### config.mk
export PLATFORM = sky130hd
export DESIGN_NAME = logic_avalon_mm_arbiter
export DESIGN_NICKNAME = d
export VERILOG_FILES = /design/src/rtl/logic_avalon_mm_arbiter.sv
export SDC_FILE = /design/constraint.sdc
export NUM_CORES = 1
export LEC_CHECK = 0
export ABC_AREA = 1
export CORE_AREA = 5 5 179 181
export CTS_CLUSTER_DIAMETER = 100
export DETAILED_ROUTE_END_ITERATION = 10
export DIE_AREA = 0 0 184 186
export PLACE_DENSITY_LB_ADDON = 0.12
export SYNTH_ARGS = -nofsm -noshare
export SYNTH_HDL_FRONTEND = slang
export SYNTH_SLANG_ARGS = --single-unit
### constraint.sdc
create_clock -name aclk -period 3.5 [get_ports aclk]
set_input_delay 0.875 -clock aclk [delete_from_list [all_inputs] [get_ports aclk]]
set_output_delay 0.875 -clock aclk [all_outputs]
set_load 0.05 [all_outputs]
### src/rtl/logic_avalon_mm_arbiter.sv
// Round-robin arbiter that lets NUM_MASTERS Avalon-MM masters share one
// Avalon-MM slave. Only one single-beat transaction is in flight at a time.
//
// Ports
//   aclk, areset_n            clock, asynchronous active-low reset
//   m_read/m_write            per-master requests
//   m_address/m_writedata/m_byteenable
//                             per-master command fields, master i at slice i
//   m_waitrequest             per-master stall; only the owner in CMD sees the
//                             slave's waitrequest, everyone else is held off
//   m_readdatavalid/m_writeresponsevalid
//                             per-master completion strobes, owner only
//   m_readdata/m_response     slave response broadcast, qualified by strobes
//   s_*                       shared-slave command and response
//   grant                     one-hot current owner, zero while idle
module logic_avalon_mm_arbiter #(
  parameter int NUM_MASTERS    = 2,
  parameter int DATA_BYTES     = 8,
  parameter int ADDRESS_WIDTH  = 32,
  parameter int WRITE_RESPONSE = 1
) (
  input  logic                                 aclk,
  input  logic                                 areset_n,
  input  logic [NUM_MASTERS-1:0]               m_read,
  input  logic [NUM_MASTERS-1:0]               m_write,
  input  logic [NUM_MASTERS*ADDRESS_WIDTH-1:0] m_address,
  input  logic [NUM_MASTERS*DATA_BYTES*8-1:0]  m_writedata,
  input  logic [NUM_MASTERS*DATA_BYTES-1:0]    m_byteenable,
  output logic [NUM_MASTERS-1:0]               m_waitrequest,
  output logic [NUM_MASTERS-1:0]               m_readdatavalid,
  output logic [NUM_MASTERS-1:0]               m_writeresponsevalid,
  output logic [DATA_BYTES*8-1:0]              m_readdata,
  output logic [1:0]                           m_response,
  output logic                                 s_read,
  output logic                                 s_write,
  output logic [ADDRESS_WIDTH-1:0]             s_address,
  output logic [DATA_BYTES*8-1:0]              s_writedata,
  output logic [DATA_BYTES-1:0]                s_byteenable,
  input  logic                                 s_waitrequest,
  input  logic                                 s_readdatavalid,
  input  logic                                 s_writeresponsevalid,
  input  logic [DATA_BYTES*8-1:0]              s_readdata,
  input  logic [1:0]                           s_response,
  output logic [NUM_MASTERS-1:0]               grant
);

  localparam int IDX_W = $clog2(NUM_MASTERS);
  localparam int DW    = DATA_BYTES * 8;

  typedef enum logic [1:0] {
    ST_IDLE,
    ST_CMD,
    ST_RESP
  } state_t;

  state_t             state;
  logic [IDX_W-1:0]   owner;       // index of the granted master
  logic [IDX_W-1:0]   last_grant;  // owner of the last completed transaction
  logic               txn_read;    // accepted command was a read

  logic [NUM_MASTERS-1:0] req;
  logic [IDX_W-1:0]       rr_cand;
  logic [IDX_W-1:0]       rr_idx;
  logic                   rr_found;
  logic                   g_read;
  logic                   g_write;
  logic                   accept;
  logic                   done;

  function automatic logic [IDX_W-1:0] rr_index(input logic [IDX_W-1:0] base,
                                                input int unsigned      off);
    int unsigned sum;
    sum = (32'(base) + off) % 32'(NUM_MASTERS);
    return sum[IDX_W-1:0];
  endfunction

  assign req = m_read | m_write;

  // Search starts one past the previous owner so every requester is served
  // within NUM_MASTERS transactions.
  always_comb begin
    // NOTE: every signal written here gets a default first, so no path can
    // leave it holding its old value and infer a latch.
    rr_found = 1'b0;
    rr_idx   = '0;
    rr_cand  = '0;
    for (int i = 1; i <= NUM_MASTERS; i++) begin
      rr_cand = rr_index(last_grant, i);
      if (!rr_found && req[rr_cand]) begin
        rr_found = 1'b1;
        rr_idx   = rr_cand;
      end
    end
  end

  assign g_read  = m_read[owner];
  assign g_write = m_write[owner];

  // Command path is combinational from the owner's inputs; a simultaneous
  // read and write is presented as a read only.
  assign s_read       = (state == ST_CMD) && g_read;
  assign s_write      = (state == ST_CMD) && g_write && !g_read;
  assign s_address    = m_address[owner*ADDRESS_WIDTH +: ADDRESS_WIDTH];
  assign s_writedata  = m_writedata[owner*DW +: DW];
  assign s_byteenable = m_byteenable[owner*DATA_BYTES +: DATA_BYTES];

  assign m_readdata = s_readdata;
  assign m_response = s_response;

  assign accept = (s_read || s_write) && !s_waitrequest;
  assign done   = txn_read ? s_readdatavalid : s_writeresponsevalid;

  always_comb begin
    m_waitrequest        = '1;
    m_readdatavalid      = '0;
    m_writeresponsevalid = '0;
    if (state == ST_CMD) begin
      m_waitrequest[owner] = s_waitrequest;
    end
    // Slave strobes outside RESP (stale or spurious) are never forwarded.
    if (state == ST_RESP) begin
      if (txn_read) m_readdatavalid[owner]      = s_readdatavalid;
      else          m_writeresponsevalid[owner] = s_writeresponsevalid;
    end
  end

  always_ff @(posedge aclk or negedge areset_n) begin
    if (!areset_n) begin
      // NOTE: state uses non-blocking assignments so every register samples
      // the pre-edge values regardless of statement order.
      state      <= ST_IDLE;
      grant      <= '0;
      owner      <= '0;
      last_grant <= IDX_W'(NUM_MASTERS - 1);
      txn_read   <= 1'b0;
    end else begin
      unique case (state)
        ST_IDLE: begin
          if (rr_found) begin
            owner <= rr_idx;
            grant <= NUM_MASTERS'(1) << rr_idx;
            state <= ST_CMD;
          end
        end
        ST_CMD: begin
          if (!g_read && !g_write) begin
            // Owner withdrew before acceptance: nothing reached the slave,
            // so the round-robin pointer is left where it was.
            state <= ST_IDLE;
            grant <= '0;
          end else if (accept) begin
            txn_read <= g_read;
            if (!g_read && WRITE_RESPONSE == 0) begin
              state      <= ST_IDLE;
              grant      <= '0;
              last_grant <= owner;
            end else begin
              state <= ST_RESP;
            end
          end
        end
        ST_RESP: begin
          if (done) begin
            state      <= ST_IDLE;
            grant      <= '0;
            last_grant <= owner;
          end
        end
        default: begin
          state <= ST_IDLE;
          grant <= '0;
        end
      endcase
    end
  end

endmodule

==> flow_summary.ini <==
[yosys]
synth_top_area_share = 0.5624
synth_warnings = 0
synth.distinct_cells = 19
synth_area_um2 = 2276
seq_area_frac_synth = 0.07752
yosys_register_bits = 7
synth_area_leader_cell = nand2_1
avgSynthCellArea_um2 = 4.781
syn-num-nets = 759
synthCells = 476
synthTopCellsByArea = nand2_1, buf_4, dfrtp_1, buf_2, inv_1

[setup_path]
start_kind = primary input
timing.rr.end = txn_read
crit_arrival_ps = 2250
r2r_cells = 8
critPathRequiredTime_ps = 2620
worst-setup-path-type = in2out
worstSetupEndpointType = output pin
reg2reg_from = owner
crit_fanout = 1
rrSetupSlack_ps = 1740

[timing]
holdWs_ps = 471.7
maxSlewViolCount = 0
period_share = 0.8932
setup_tns_ps = 0
tightest_slew_ps = 555.8
hold_viol_final = 0
finalCriticalPeriod_ps = 3126
finalSetupViolCount = 0
finClkSkew_ps = 1.178
fmax_ghz = 0.3199
rsz0062_at_grt = false
relSlewSlack = 0.6295

[placed_design]
globalplace.congestion = 0.6757
place_area_um2 = 5273
io_buffers = 330
hpwl_um = 12720

[clocking]
cts-buffers-inserted = 3
cts_tree = built
cts.hold.buffers_added = 0
root_buffer = clkbuf_16
htree_num_levels = 1
clock_latency_ps = 240
clk_pin_slew_ps = 40
max-clock-path-buffers = 2
cts_resized = 0
clock_sinks = 7
post_cts_buffers = 0

[grt]
antenna_found_initial = 0
grt_use_total = 0.07591
grt_max_degree = 57
grt_pass1_wl_um = 20530
grt_overflow = 0
first_global_vias = 3567

[floorplanning]
num_rows = 64
core-area_um2 = 30270
die_area_um2 = 34220
die_w_um = 184
die_h_um = 186
start_util = 0.07519
io_pins = 463

[final_layout]
nets = 1009
layout_common_cells = nand2_1, clkdlybuf4s50_1, buf_4
stdcell_area_um2 = 5351
area_growth_pct = 135.1
layout-drive-gt1-share = 0.1766
utilization = 0.1768
final_common_cell = nand2_1
n_fill_cell = 3508
antennaDiodeCount = 0

[worst_hold_path]
hp-start = grant[0]
min_path_type = reg2reg
hold-path-endpoint = grant[0]
holdPathStages = 2

[route]
wl_per_cell_um = 13.24
firstDrtPassIters = 4
drt_iter0_markers = 82
vias = 3471
drc = 0
vias_per_cell = 3.096
antenna_left = 0
drt-total-wl_um = 14840

[power]
ir_drop_uv = 357.6
p_per_area_nw_per_um2 = 881.3
p_leak_nw = 2.664

[flow_run]
cap_violations = 0

[run_status]
status = finished, final reports clean
==> cell families (layout without fill, tap and decap cells) <==
group,count (synthesis),after routing,synth area share
AO/OA/AOI/OAI,5,5,0.01265
buffers and inverters,104,353,0.3024
flip-flops,7,7,0.07752
AND/OR/NAND/NOR,360,360,0.6075
==> metal layers <==
metal / vias to the layer above / routed length (um) / GRT usage
met5: - / 0 / 0
met4: 0 / 432 / 0.02248
met3: 38 / 1599 / 0.02501
met2: 193 / 7710 / 0.1435
met1: 1399 / 5099 / 0.07981
li1: 1841 / - / -
==> how the worst max path moves through the flow <==
stage / cells past startpoint / slack (ps) / from / end
after floorplan: 2 / 580 / s_readdatavalid / m_readdatavalid[0]
after global placement: 4 / 370 / m_writedata[36] / s_writedata[36]
after detailed placement: 4 / 370 / m_writedata[100] / s_writedata[36]
after CTS: 4 / 370 / m_writedata[36] / s_writedata[36]
after global routing: 4 / 300 / m_writedata[100] / s_writedata[36]
final: 4 / 370 / m_writedata[100] / s_writedata[36]
==> power by group <==
| part | internal (mW) | switching [mW] | total (mW) |
|---|---|---|---|
| Combinational | 1.26 | 3.07 | 4.33 |
| Sequential | 0.125 | 0.0573 | 0.183 |
| Clock | 0.152 | 0.0497 | 0.202 |
==> worst max-delay path: stages <==
cell and delay (ps):
clkdlybuf4s50_1 450, nand2_1 50, nand2_1 70, clkdlybuf4s50_1 800
==> synth_stat cells <==
cell type	number
clkbuf_1	2
buf_2	16
dfstp_2	1
nand2_2	2
buf_6	2
nor2_1	6
o21ai_0	2
nor2_2	1
nand3_2	1
a21oi_1	2
inv_2	4
nor2_4	1
inv_1	10
nand2_1	341
nand3_1	4
dfrtp_1	6
a31o_1	1
buf_4	70
nor3_1	4
==> stage by stage <==
step / worst slack, ps / power [mW] / std cells
finish: 374.0 / 4.716 / 1121
global route: 304.8 / 5.039 / 1121
CTS: 365.9 / 4.821 / 1121
detailed placement: 370.3 / 4.607 / 1117
global placement: 369.4 / 4.661 / 1117
floorplan: 577.8 / 3.310 / 476
==> area by class of cell <==
| cell class | count | area [um2] | share of cell area |
|---|---|---|---|
| Clock buffer | 4 | 78.83 | 0.01473 |
| Tap cell | 396 | 495.5 | 0.09259 |
| Sequential cell | 7 | 180.2 | 0.03367 |
| Timing Repair Buffer | 335 | 3131 | 0.5850 |
| Inverter | 14 | 55.05 | 0.01029 |
| Multi-Input combinational cell | 365 | 1411 | 0.2637 |
==> sequential cells by signal, summed over array words and instances, names as in the netlist <==
signal and cells:
grant 2, state 2, last_grant 1, owner 1, txn_read 1
No activity file was read; power rests on OpenSTA's default activity.
